==> config.mk <==
export PLATFORM = sky130hd
export DESIGN_NAME = fc_command_scheduler
export DESIGN_NICKNAME = d
export VERILOG_FILES = /design/src/rtl/fc_command_scheduler.sv
export SDC_FILE = /design/constraint.sdc
export NUM_CORES = 1
export LEC_CHECK = 0
export BUFFER_PORTS_ARGS = -buffer_cell sky130_fd_sc_hd__buf_2
export CORE_MARGIN = 2
export CORE_UTILIZATION = 38
export DETAILED_ROUTE_END_ITERATION = 8
export GPL_ROUTABILITY_DRIVEN = 0
export PLACE_DENSITY = 0.6
export SETUP_SLACK_MARGIN = 0.02
export SLEW_MARGIN = 40
export SYNTH_ARGS = -nofsm -noshare
export SYNTH_HDL_FRONTEND = slang
export SYNTH_SLANG_ARGS = --single-unit
==> constraint.sdc <==
create_clock -name clk_bx -period 3.4 [get_ports clk_bx]
set_input_delay 0.68 -clock clk_bx [delete_from_list [all_inputs] [get_ports clk_bx]]
set_output_delay 0.68 -clock clk_bx [all_outputs]
set_load 0.01 [all_outputs]
==> src/rtl/fc_command_scheduler.sv <==
// Fast-command scheduler: bunch-slot aligned link_reset/buffer_clear/calib
// commands plus throttled, spacing-limited L1A issue with statistics counters.
module fc_command_scheduler #(
  parameter int unsigned BX_W  = 12,
  parameter int unsigned OCC_W = 8
) (
  input  logic             clk_bx,
  input  logic             reset_n,
  input  logic [BX_W-1:0]  bx_counter,
  input  logic             req_l1a_ext,
  input  logic             req_l1a_sw,
  input  logic             req_link_reset,
  input  logic             req_buffer_clear,
  input  logic             req_calib,
  input  logic [BX_W-1:0]  cmd_bx,
  input  logic [7:0]       calib_l1a_offset,
  input  logic [7:0]       min_l1a_spacing,
  input  logic [OCC_W-1:0] occupancy,
  input  logic [OCC_W-1:0] occ_limit,
  input  logic             enable,
  input  logic             cnt_clear,
  output logic             l1a,
  output logic             link_reset,
  output logic             buffer_clear,
  output logic             calib_pulse,
  output logic             busy,
  output logic [31:0]      l1a_count,
  output logic [15:0]      l1a_veto_count
);

  logic        pend_lr_q, pend_lr_d;
  logic        pend_bc_q, pend_bc_d;
  logic        pend_cal_q, pend_cal_d;
  logic [7:0]  dly_q, dly_d;
  logic [7:0]  sp_q, sp_d;
  logic        l1a_q, l1a_d;
  logic        link_reset_q, link_reset_d;
  logic        buffer_clear_q, buffer_clear_d;
  logic        calib_pulse_q, calib_pulse_d;
  logic        busy_q, busy_d;
  logic [31:0] l1a_count_q, l1a_count_d;
  logic [15:0] veto_q, veto_d;

  logic slot_match, eff_lr, eff_bc, eff_cal;
  logic issue_lr, issue_bc, issue_cal;
  logic cal_l1a, cand, accept;

  always_comb begin
    slot_match = (bx_counter == cmd_bx);
    eff_lr     = pend_lr_q  | req_link_reset;
    eff_bc     = pend_bc_q  | req_buffer_clear;
    eff_cal    = pend_cal_q | req_calib;

    issue_lr  = slot_match & eff_lr;
    issue_bc  = slot_match & ~eff_lr & eff_bc;
    issue_cal = slot_match & ~eff_lr & ~eff_bc & eff_cal;

    pend_lr_d  = eff_lr  & ~issue_lr;
    pend_bc_d  = eff_bc  & ~issue_bc;
    pend_cal_d = eff_cal & ~issue_cal;

    // A fresh calib issue restarts the delay, so the old countdown's L1A is suppressed
    if (issue_cal)          dly_d = calib_l1a_offset;
    else if (dly_q != 8'd0) dly_d = dly_q - 8'd1;
    else                    dly_d = 8'd0;
    cal_l1a = (dly_q == 8'd1) & ~issue_cal;

    cand   = req_l1a_ext | req_l1a_sw | cal_l1a;
    accept = cand & enable & (occupancy < occ_limit) & (sp_q <= 8'd1);

    if (accept)            sp_d = min_l1a_spacing;
    else if (sp_q != 8'd0) sp_d = sp_q - 8'd1;
    else                   sp_d = 8'd0;

    l1a_d          = accept;
    link_reset_d   = issue_lr;
    buffer_clear_d = issue_bc;
    calib_pulse_d  = issue_cal;
    busy_d         = (occupancy >= occ_limit) | (sp_q > 8'd1) | ~enable;

    if (cnt_clear)   l1a_count_d = '0;
    else if (accept) l1a_count_d = l1a_count_q + 32'd1;
    else             l1a_count_d = l1a_count_q;

    if (cnt_clear)                          veto_d = '0;
    else if (cand & ~accept & (veto_q != '1)) veto_d = veto_q + 16'd1;
    else                                    veto_d = veto_q;
  end

  always_ff @(posedge clk_bx or negedge reset_n) begin
    if (!reset_n) begin
      pend_lr_q      <= 1'b0;
      pend_bc_q      <= 1'b0;
      pend_cal_q     <= 1'b0;
      dly_q          <= '0;
      sp_q           <= '0;
      l1a_q          <= 1'b0;
      link_reset_q   <= 1'b0;
      buffer_clear_q <= 1'b0;
      calib_pulse_q  <= 1'b0;
      busy_q         <= 1'b0;
      l1a_count_q    <= '0;
      veto_q         <= '0;
    end else begin
      pend_lr_q      <= pend_lr_d;
      pend_bc_q      <= pend_bc_d;
      pend_cal_q     <= pend_cal_d;
      dly_q          <= dly_d;
      sp_q           <= sp_d;
      l1a_q          <= l1a_d;
      link_reset_q   <= link_reset_d;
      buffer_clear_q <= buffer_clear_d;
      calib_pulse_q  <= calib_pulse_d;
      busy_q         <= busy_d;
      l1a_count_q    <= l1a_count_d;
      veto_q         <= veto_d;
    end
  end

  assign l1a            = l1a_q;
  assign link_reset     = link_reset_q;
  assign buffer_clear   = buffer_clear_q;
  assign calib_pulse    = calib_pulse_q;
  assign busy           = busy_q;
  assign l1a_count      = l1a_count_q;
  assign l1a_veto_count = veto_q;

endmodule
Word-level counts from Yosys, hierarchy flattened --
Cells that the tools add are included.
Storage, ports and cells: register bits 72, input port bits 65, output and inout bits 53, word-level logic and storage cells 63
Cells by class: $add $sub $neg 4, order comparisons 4, equal/unequal tests 3, mux-type cells 8, bitwise gates (word level) 28, reductions and logical operators 4
Operator list (count):
- $mux W32 | 2
- $add A32 B1 Y32 const B | 1
- $mux W16 | 2
- $mux W8 | 4
- $add A16 B1 Y16 const B | 1
- $ne A16 B16 Y1 const B | 1
- $reduce_bool A8 Y1 | 2
- $sub A8 B1 Y8 const B | 2
- $and A1 B1 Y1 | 14
- $eq A12 B12 Y1 | 1
- $eq A8 B1 Y1 const B | 1
- $ge A8 B8 Y1 | 1
- $gt A8 B1 Y1 const B | 1
- $le A8 B1 Y1 const B | 1
- $lt A8 B8 Y1 | 1
- $not A1 Y1 | 7
- $or A1 B1 Y1 | 7
- $reduce_bool A2 Y1 | 2

Logic depth before layout (Yosys ltp) --
Gate-level depths: netlist of the first run.
depth in word-level cells 16, mapped depth 11, mapped depth without buffers 9

Worst setup path before layout of the first run --
No wires, ideal clock.
path type input -> register, start point input port occ_limit[7], end point register l1a_count_q[9], in the netlist l1a_count[9], library setup time 0.078 ns, data arrival time 2.843 ns, data required time 3.322 ns, setup slack 0.479 ns, stages 9, buffers on the path 1, cells stage by stage inv_1 > ha_1 > nor4b_2 > o2111ai_1 > or3_1 > buf_2 > or4_4 > or4_1 > a21oi_1
Between the ends: word-level cells in the longest chain between the ends 4
RTL lines:
- start: declaration | line 19 | input logic [OCC_W-1:0] occ_limit,
- $lt A8 B8 Y1 | line 69 | accept = cand & enable & (occupancy < occ_limit) & (sp_q <= 8'd1);
- $and A1 B1 Y1 (2 in a row) | line 69
- $reduce_bool A2 Y1 (no line)
- end signal: assignment | line 115 | l1a_count_q <= l1a_count_d;
- end: declaration | line 41 | logic [31:0] l1a_count_q, l1a_count_d;
Every way passes these cells. A chain may end at the register's enable or synchronous reset.

Worst setup path in the final report of the first run --
start point input port occupancy[7], end point register l1a_count_q[9], in the netlist l1a_count[9]
Between the ends: word-level cells in the longest chain between the ends 4
RTL lines:
- start: declaration | line 18 | input logic [OCC_W-1:0] occupancy,
- $lt A8 B8 Y1 | line 69
- $and A1 B1 Y1 (2 in a row) | line 69
- $reduce_bool A2 Y1 (no line)
Every way passes these cells.

==> impl_metrics.ini, run 1 <==
[outcome]
status = finished clean

[synthesis]
ys_seq_elements = 72
ys_seq_area_frac = 0.436
synth-edff-count = 0
async_reset_ff_frac = 1.00
synth_area_leader_cell = dfrtp_1
syn_area_mm2 = 0.00413
syn_nets = 537
syn_area_per_cell_um2 = 9.02
yosys_warnings = 0
synth_ff_type = dfrtp_1
synthDistinctLibCells = 41
synth_cells = 458
synth_area_leaders = dfrtp_1 44%, xnor2_1 4.9%, a21oi_1 4.8%
synth_top_area_share = 0.436

[cts]
ctsResizeCount = 0
cts.sinks = 72
clockBufferDepth = 2
htree_levels = 3
cts_setup_buffers = 0
cts_tree = done
cts.clk_slew.worst_paths_ns = 0.08
clock_latency_ns = 0.35
holdBufCountCts = 0
cts_root_buf = clkbuf_8
numCtsBuffers = 9

[finish]
mostFrequentLayoutCell = buf_2
fin_nets = 655
n_fill_cell = 1096
layout-drive-gt1-share = 0.269
layout_common_cells = 117 x buf_2, 72 x dfrtp_1, 40 x a21oi_1
syn_to_final_growth_pct = 23.4
fin_cells = 721
diodes = 0

[place]
hpwl_um = 7610
io_buffers = 117
placed_cells = 705
dp_slack_ns = 0.205

[power]
p_per_area_mw_per_mm2 = 394
p_switching_uw = 545
p_int_uw = 1460
power_uw = 2010
combPwrFrac = 0.171
seq_power_share = 0.478
vdd_drop_max_mv = 0.313
p_leak_uw = 0.00226
clkPwrFrac = 0.351
switching_share = 0.271

[worst_setup_path]
path_buf_inv = 1
reg2reg_setup_slack_ns = 0.70
required_ns = 3.67
cp_top_family = simple AND/OR/NAND/NOR gates
critPathCaptureType = flop
r2r_end = l1a_count[9]$_DFFE_PN0P_
start_kind = primary input
crit_fanout = 7
critPathKind = in -> reg
slowest_stage = or4_4
ff2ff_path_depth = 6
crit_chain = buf_2, ha_1, nor4b_2, o2111ai_1, or3_1, or4_4, or4_1, a21oi_1
critPathMaxStageDelay_ns = 0.62
rr_startpoint = sp_q[7]$_DFF_PN0_
cp_data_arrival_time_ns = 3.09

[timing]
final_max_slew_viol_count = 0
grt_setup_unrepaired = false
skew_ns = 0.00561
hold_viol_final = 0
finalSetupViolations = 0
timing.fmax_ghz = 0.355
min_period_ns = 2.82
finalCritPeriodShare = 0.829
setup_slack_ns = 0.580
max_slew.worst_pin.slew_ns = 0.751
max_slew_margin = 0.500
fin_setup_tns_ns = 0

[routing]
ant_nets = 0
vias_per_cell = 5.49
drt_iter0_markers = 171
drc = 0
drt-total-wl_um = 10800
drt_pass1_iterations = 4
avgRoutedWirePerCell_um = 14.9
vias = 3959

[floorplan]
design.die.area_mm2 = 0.0117
num_rows = 38
core_mm2 = 0.0107
start_util = 0.386
die_height_um = 108
die_width_um = 108
ios = 118

[grt]
gr-total-overflow = 0
track_usage = 0.194
grt_pass1_vias = 3862
grt_start_max_net_pins = 73
grt_antenna_before_repair = 0
grt_pass1_wl_um = 18100

[job]
drv_cap = 0

[hold_path]
hold_path_class = in -> async
area by class of cell:
class,count,area (um^2),share of cell area
Clock inverter,3,40.0,0.00785
Timing Repair Buffer,125,662,0.130
Tap cell,140,175,0.0344
Clock buffer,13,159,0.0312
Multi-Input combinational cell,350,2190,0.430
Inverter,18,67.6,0.0133
Sequential cell,72,1800,0.353
power groups by stage:
stage / Clock, uW / Combinational (uW) / Sequential, uW
final: 705 / 343 / 961
after detailed placement: 0 / 348 / 975
after floorplan: 0 / 240 / 967
after CTS: 724 / 350 / 960
after global placement: 0 / 336 / 973
after global routing: 768 / 393 / 968
per-stage QoR:
step | hold slack, ns | util | cell area (um^2)
3_3_place_gp | 0.514 | 0.458 | 4890
6_report | 0.442 | 0.476 | 5100
5_1_grt | 0.484 | 0.476 | 5100
3_5_place_dp | 0.522 | 0.458 | 4900
2_1_floorplan | 0.384 | - | 4130
4_1_cts | 0.468 | 0.476 | 5100
cells in the mapped netlist (3+ instances only):
cell,number
or4_1,20
nor3_1,11
or2_2,3
nand4_1,22
nor4_1,10
or3_1,19
nand2_1,35
xor2_1,4
a21oi_1,40
dfrtp_1,72
ha_1,14
o21ai_0,22
inv_1,17
nand3_1,28
mux2_2,10
and3_1,8
nor2_1,37
xnor2_1,23
o31ai_1,21
clkbuf_1,16
how the worst max path moves through the flow:
stage | from | end | slack, ns | cells past startpoint
2_1_floorplan | occ_limit[7] | l1a_count[9]$_DFFE_PN0P_ | 0.48 | 9
3_3_place_gp | occupancy[7] | l1a_count[9]$_DFFE_PN0P_ | 0.27 | 8
3_5_place_dp | occupancy[7] | l1a_count[9]$_DFFE_PN0P_ | 0.20 | 8
4_1_cts | occupancy[7] | l1a_count[9]$_DFFE_PN0P_ | 0.57 | 8
5_1_grt | occupancy[7] | l1a_count[9]$_DFFE_PN0P_ | 0.39 | 8
6_report | occupancy[7] | l1a_count[9]$_DFFE_PN0P_ | 0.58 | 8
sequential cells by signal (all words and copies together) (netlist names):
| name | count |
|---|---|
| l1a_count | 32 |
| l1a_veto_count | 16 |
| dly_q | 8 |
| sp_q | 8 |
| buffer_clear | 1 |
| busy | 1 |
| calib_pulse | 1 |
| l1a | 1 |
| link_reset | 1 |
| pend_bc_q | 1 |
| pend_cal_q | 1 |
| pend_lr_q | 1 |
cell families after synthesis:
logic type                 share of synthesized area
adders and majority gates                     0.0424
and+or+nand+nor                                0.265
AOI/OAI and AO/OA                              0.134
xor gates and xnor gates                      0.0573
buffers and inverters                         0.0330
muxes                                         0.0321
DFF                                            0.436
layer usage:
layer  GRT usage  share of wire  wire [um]  vias to the layer above
li1            -              -          -                     1932
met2       0.326           0.48       5140                      125
met1       0.254           0.45       4870                     1891
met5           0              0          0                        -
met3      0.0313          0.058        623                       11
met4      0.0696          0.012        130                        0
worst register-to-register path: cells and delay by family (launching register included):
kind	cells	cell delay [ns]
AND/OR/NAND/NOR	5	2.04
AO/OA/AOI/OAI	1	0.16
flip-flops	1	0.42
(Power assumes the default switching activity.)
==> run 2, diff against run 1 <==
--- a/config.mk
+++ b/config.mk
@@ -5,12 +5,13 @@
 export SDC_FILE = /design/constraint.sdc
 export NUM_CORES = 1
 export LEC_CHECK = 0
+export ABC_AREA = 1
 export BUFFER_PORTS_ARGS = -buffer_cell sky130_fd_sc_hd__buf_2
 export CORE_MARGIN = 2
 export CORE_UTILIZATION = 38
 export DETAILED_ROUTE_END_ITERATION = 8
 export GPL_ROUTABILITY_DRIVEN = 0
-export PLACE_DENSITY = 0.6
+export PLACE_DENSITY = 0.59
 export SETUP_SLACK_MARGIN = 0.02
 export SLEW_MARGIN = 40
 export SYNTH_ARGS = -nofsm -noshare
==> constraint.sdc (replaced) <==
create_clock -name clk_bx -period 2.6 [get_ports clk_bx]
set_input_delay 0.52 -clock clk_bx [delete_from_list [all_inputs] [get_ports clk_bx]]
set_output_delay 0.52 -clock clk_bx [all_outputs]
set_load 0.01 [all_outputs]
==> run 2 against run 1 <==
Global-route usage is 0.52 points lower. Via count is 23% higher. Worst hold slack worse by 0.42 ns. Sequential power is 21% higher. Largest power group is now clock. Highest routed layer unchanged.
==> impl_metrics.ini, run 2 <==
[outcome]
status = finished clean

[power]
p_leak_uw = 0.00338
vdd_drop_max_mv = 0.237
p_per_area_mw_per_mm2 = 446
power_uw = 2700

[cts]
clockBufferDepth = 2
htree_levels = 3
cts_setup_buffers = 0
cts_root_buf = clkbuf_16
holdBufCountCts = 0
cts_tree = done
ctsResizeCount = 0
clock_latency_ns = 0.34
numCtsBuffers = 9
cts.clk_slew.worst_paths_ns = 0.06
cts.sinks = 72

[worst_setup_path]
critPathCaptureType = flop
start_kind = flop
crit_fanout = 34
required_ns = 2.88
critPathKind = reg -> reg
cp_data_arrival_time_ns = 2.56

[synthesis]
syn_area_mm2 = 0.00497
async_reset_ff_frac = 1.00
ys_seq_elements = 72
synth.mux.area_fraction = 0
syn_nets = 782
synthSimpleGateAreaFrac = 0.371
synth_common_cells = 177 x nand2_1, 106 x inv_1, 73 x nand3_1
synth-compound-area-share = 0.0274
yosys_warnings = 0
synth.most_common_cell = nand2_1
synth_xor_area_frac = 0.0934
synth-edff-count = 0
synth_area_leaders = dfrtp_1 36%, nand2_1 13%, inv_1 8.0%
synth_cells = 703
synth_top_family_by_area = simple AND/OR/NAND/NOR gates
syn_area_per_cell_um2 = 7.07
synth_ff_type = dfrtp_1
yosys.area_share.adder = 0.0352
synth_top_area_share = 0.362
synth_area_leader_cell = dfrtp_1
synthDistinctLibCells = 33
ys_seq_area_frac = 0.362

[routing]
drt-total-wl_um = 12800
drt_pass1_iterations = 5
drc = 0
ant_nets = 0
avgRoutedWirePerCell_um = 12.9
drt_iter0_markers = 285
vias_per_cell = 4.92
vias = 4881

[grt]
gr-total-overflow = 0
grt_pass1_wl_um = 22100
grt_pass1_vias = 4682
track_usage = 0.189
grt_start_max_net_pins = 97
grt_antenna_before_repair = 1

[place]
hpwl_um = 9670
io_buffers = 117
placed_cells = 976

[timing]
skew_ns = 0.00762
hold_slack_ns = 0.0192
finalCritPeriodShare = 0.876
fin_setup_tns_ns = 0
finalSetupViolations = 0
max_slew_margin = 0.574
max_slew.worst_pin.slew_ns = 0.635
final_max_slew_viol_count = 0
hold_viol_final = 0
timing.fmax_ghz = 0.439
min_period_ns = 2.28
grt_setup_unrepaired = false

[finish]
layout_common_cells = 177 x nand2_1, 117 x buf_2, 106 x inv_1
regArea_mm2 = 0.00180
mostFrequentLayoutCell = nand2_1
fin_cells = 993
multi_input_area_mm2 = 0.00262
largest_register_ffs = 32
fin_nets = 894
n_fill_cell = 1340
layout-drive-gt1-share = 0.191
syn_to_final_growth_pct = 21.8

[hold_path]
hold_path_class = in -> async

[floorplan]
core_mm2 = 0.0127
die_height_um = 118
start_util = 0.392
die_width_um = 118
num_rows = 41
design.die.area_mm2 = 0.0140
ios = 118

[job]
drv_cap = 0
[run 2: cell count changes after synthesis, sizes merged, moves of 21 or more]
cell   before  now
nand4      22   56
nand2      35  180
nand3      28   73
nor2       37   60
inv        18  110
a21oi      40    6
xor2        4   37
or4        21    0
[run 2: cell type report]
| cell class | instances | area share |
|---|---|---|
| clock buffer | 12 | 0.0440 |
| sequential | 72 | 0.298 |
| clock inverter | 4 | 0.00847 |
| multi-input combinational | 495 | 0.433 |
| timing repair buffer | 126 | 0.112 |
| antenna | 1 | 0.000413 |
| inverter | 111 | 0.0688 |
| tap | 172 | 0.0356 |
[run 2: worst max-delay path, stage by stage (launching register included)]
cell     delay (ns)
dfrtp_1        0.38
inv_1          0.11
ha_1           0.19
inv_1          0.07
nor2_2         0.13
inv_2          0.06
a21oi_1        0.19
nand2_1        0.12
nor3_4         0.25
buf_4          0.41
nand4_1        0.16
nand2_1        0.10
[run 2: through the flow]
step / instance area (um^2) / util / setup slack [ns]
final: 6050 / 0.478 / 0.323
after global routing: 6050 / 0.478 / 0.156
after CTS: 6050 / 0.478 / 0.346
after detailed placement: 5730 / 0.452 / 0.224
after global placement: 5730 / 0.452 / 0.270
after floorplan: 4970 / - / 0.506
[run 2: metal layers]
layer / up-vias / routed length, um / track usage
met5: - / 0 / 0
met4: 0 / 257 / 0.0893
met3: 16 / 546 / 0.0280
met2: 126 / 6040 / 0.304
met1: 2256 / 5970 / 0.251
li1: 2483 / - / -
[run 2: worst paths after layout]
check / start / depth (start not counted) / end / slack [ns]
max in group asynchronous: reset_n / 2 / l1a_count[18]$_DFFE_PN0P_ / 1.95
min in group clk_bx: min_l1a_spacing[6] / 3 / sp_q[6]$_DFF_PN0_ / 0.37
hold / removal: reset_n / 1 / dly_q[3]$_DFF_PN0_ / 0.02
setup / recovery: sp_q[0]$_DFF_PN0_ / 11 / l1a_count[15]$_DFFE_PN0P_ / 0.32
setup reg to reg: sp_q[0]$_DFF_PN0_ / 11 / l1a_count[15]$_DFFE_PN0P_ / 0.32
hold reg to reg: pend_lr_q$_DFF_PN0_ / 1 / buffer_clear$_DFF_PN0_ / 0.50
[run 2: power by group]
| part | total, uW | switching [uW] | internal, uW |
|---|---|---|---|
| combinational | 233 | 139 | 93.9 |
| sequential | 1160 | 18.4 | 1140 |
| clock | 1310 | 486 | 821 |
| total | 2700 | 644 | 2060 |
[run 2: cells by family (layout without fill, tap and decap cells)]
kind of cell / Yosys count / in the layout
adders and majority gates: 14 / 14
other: 0 / 1
buffers and inverters: 136 / 253
xor gates and xnor gates: 53 / 53
and+or+nand+nor: 405 / 405
DFF: 72 / 72
AOI/OAI and AO/OA: 23 / 23
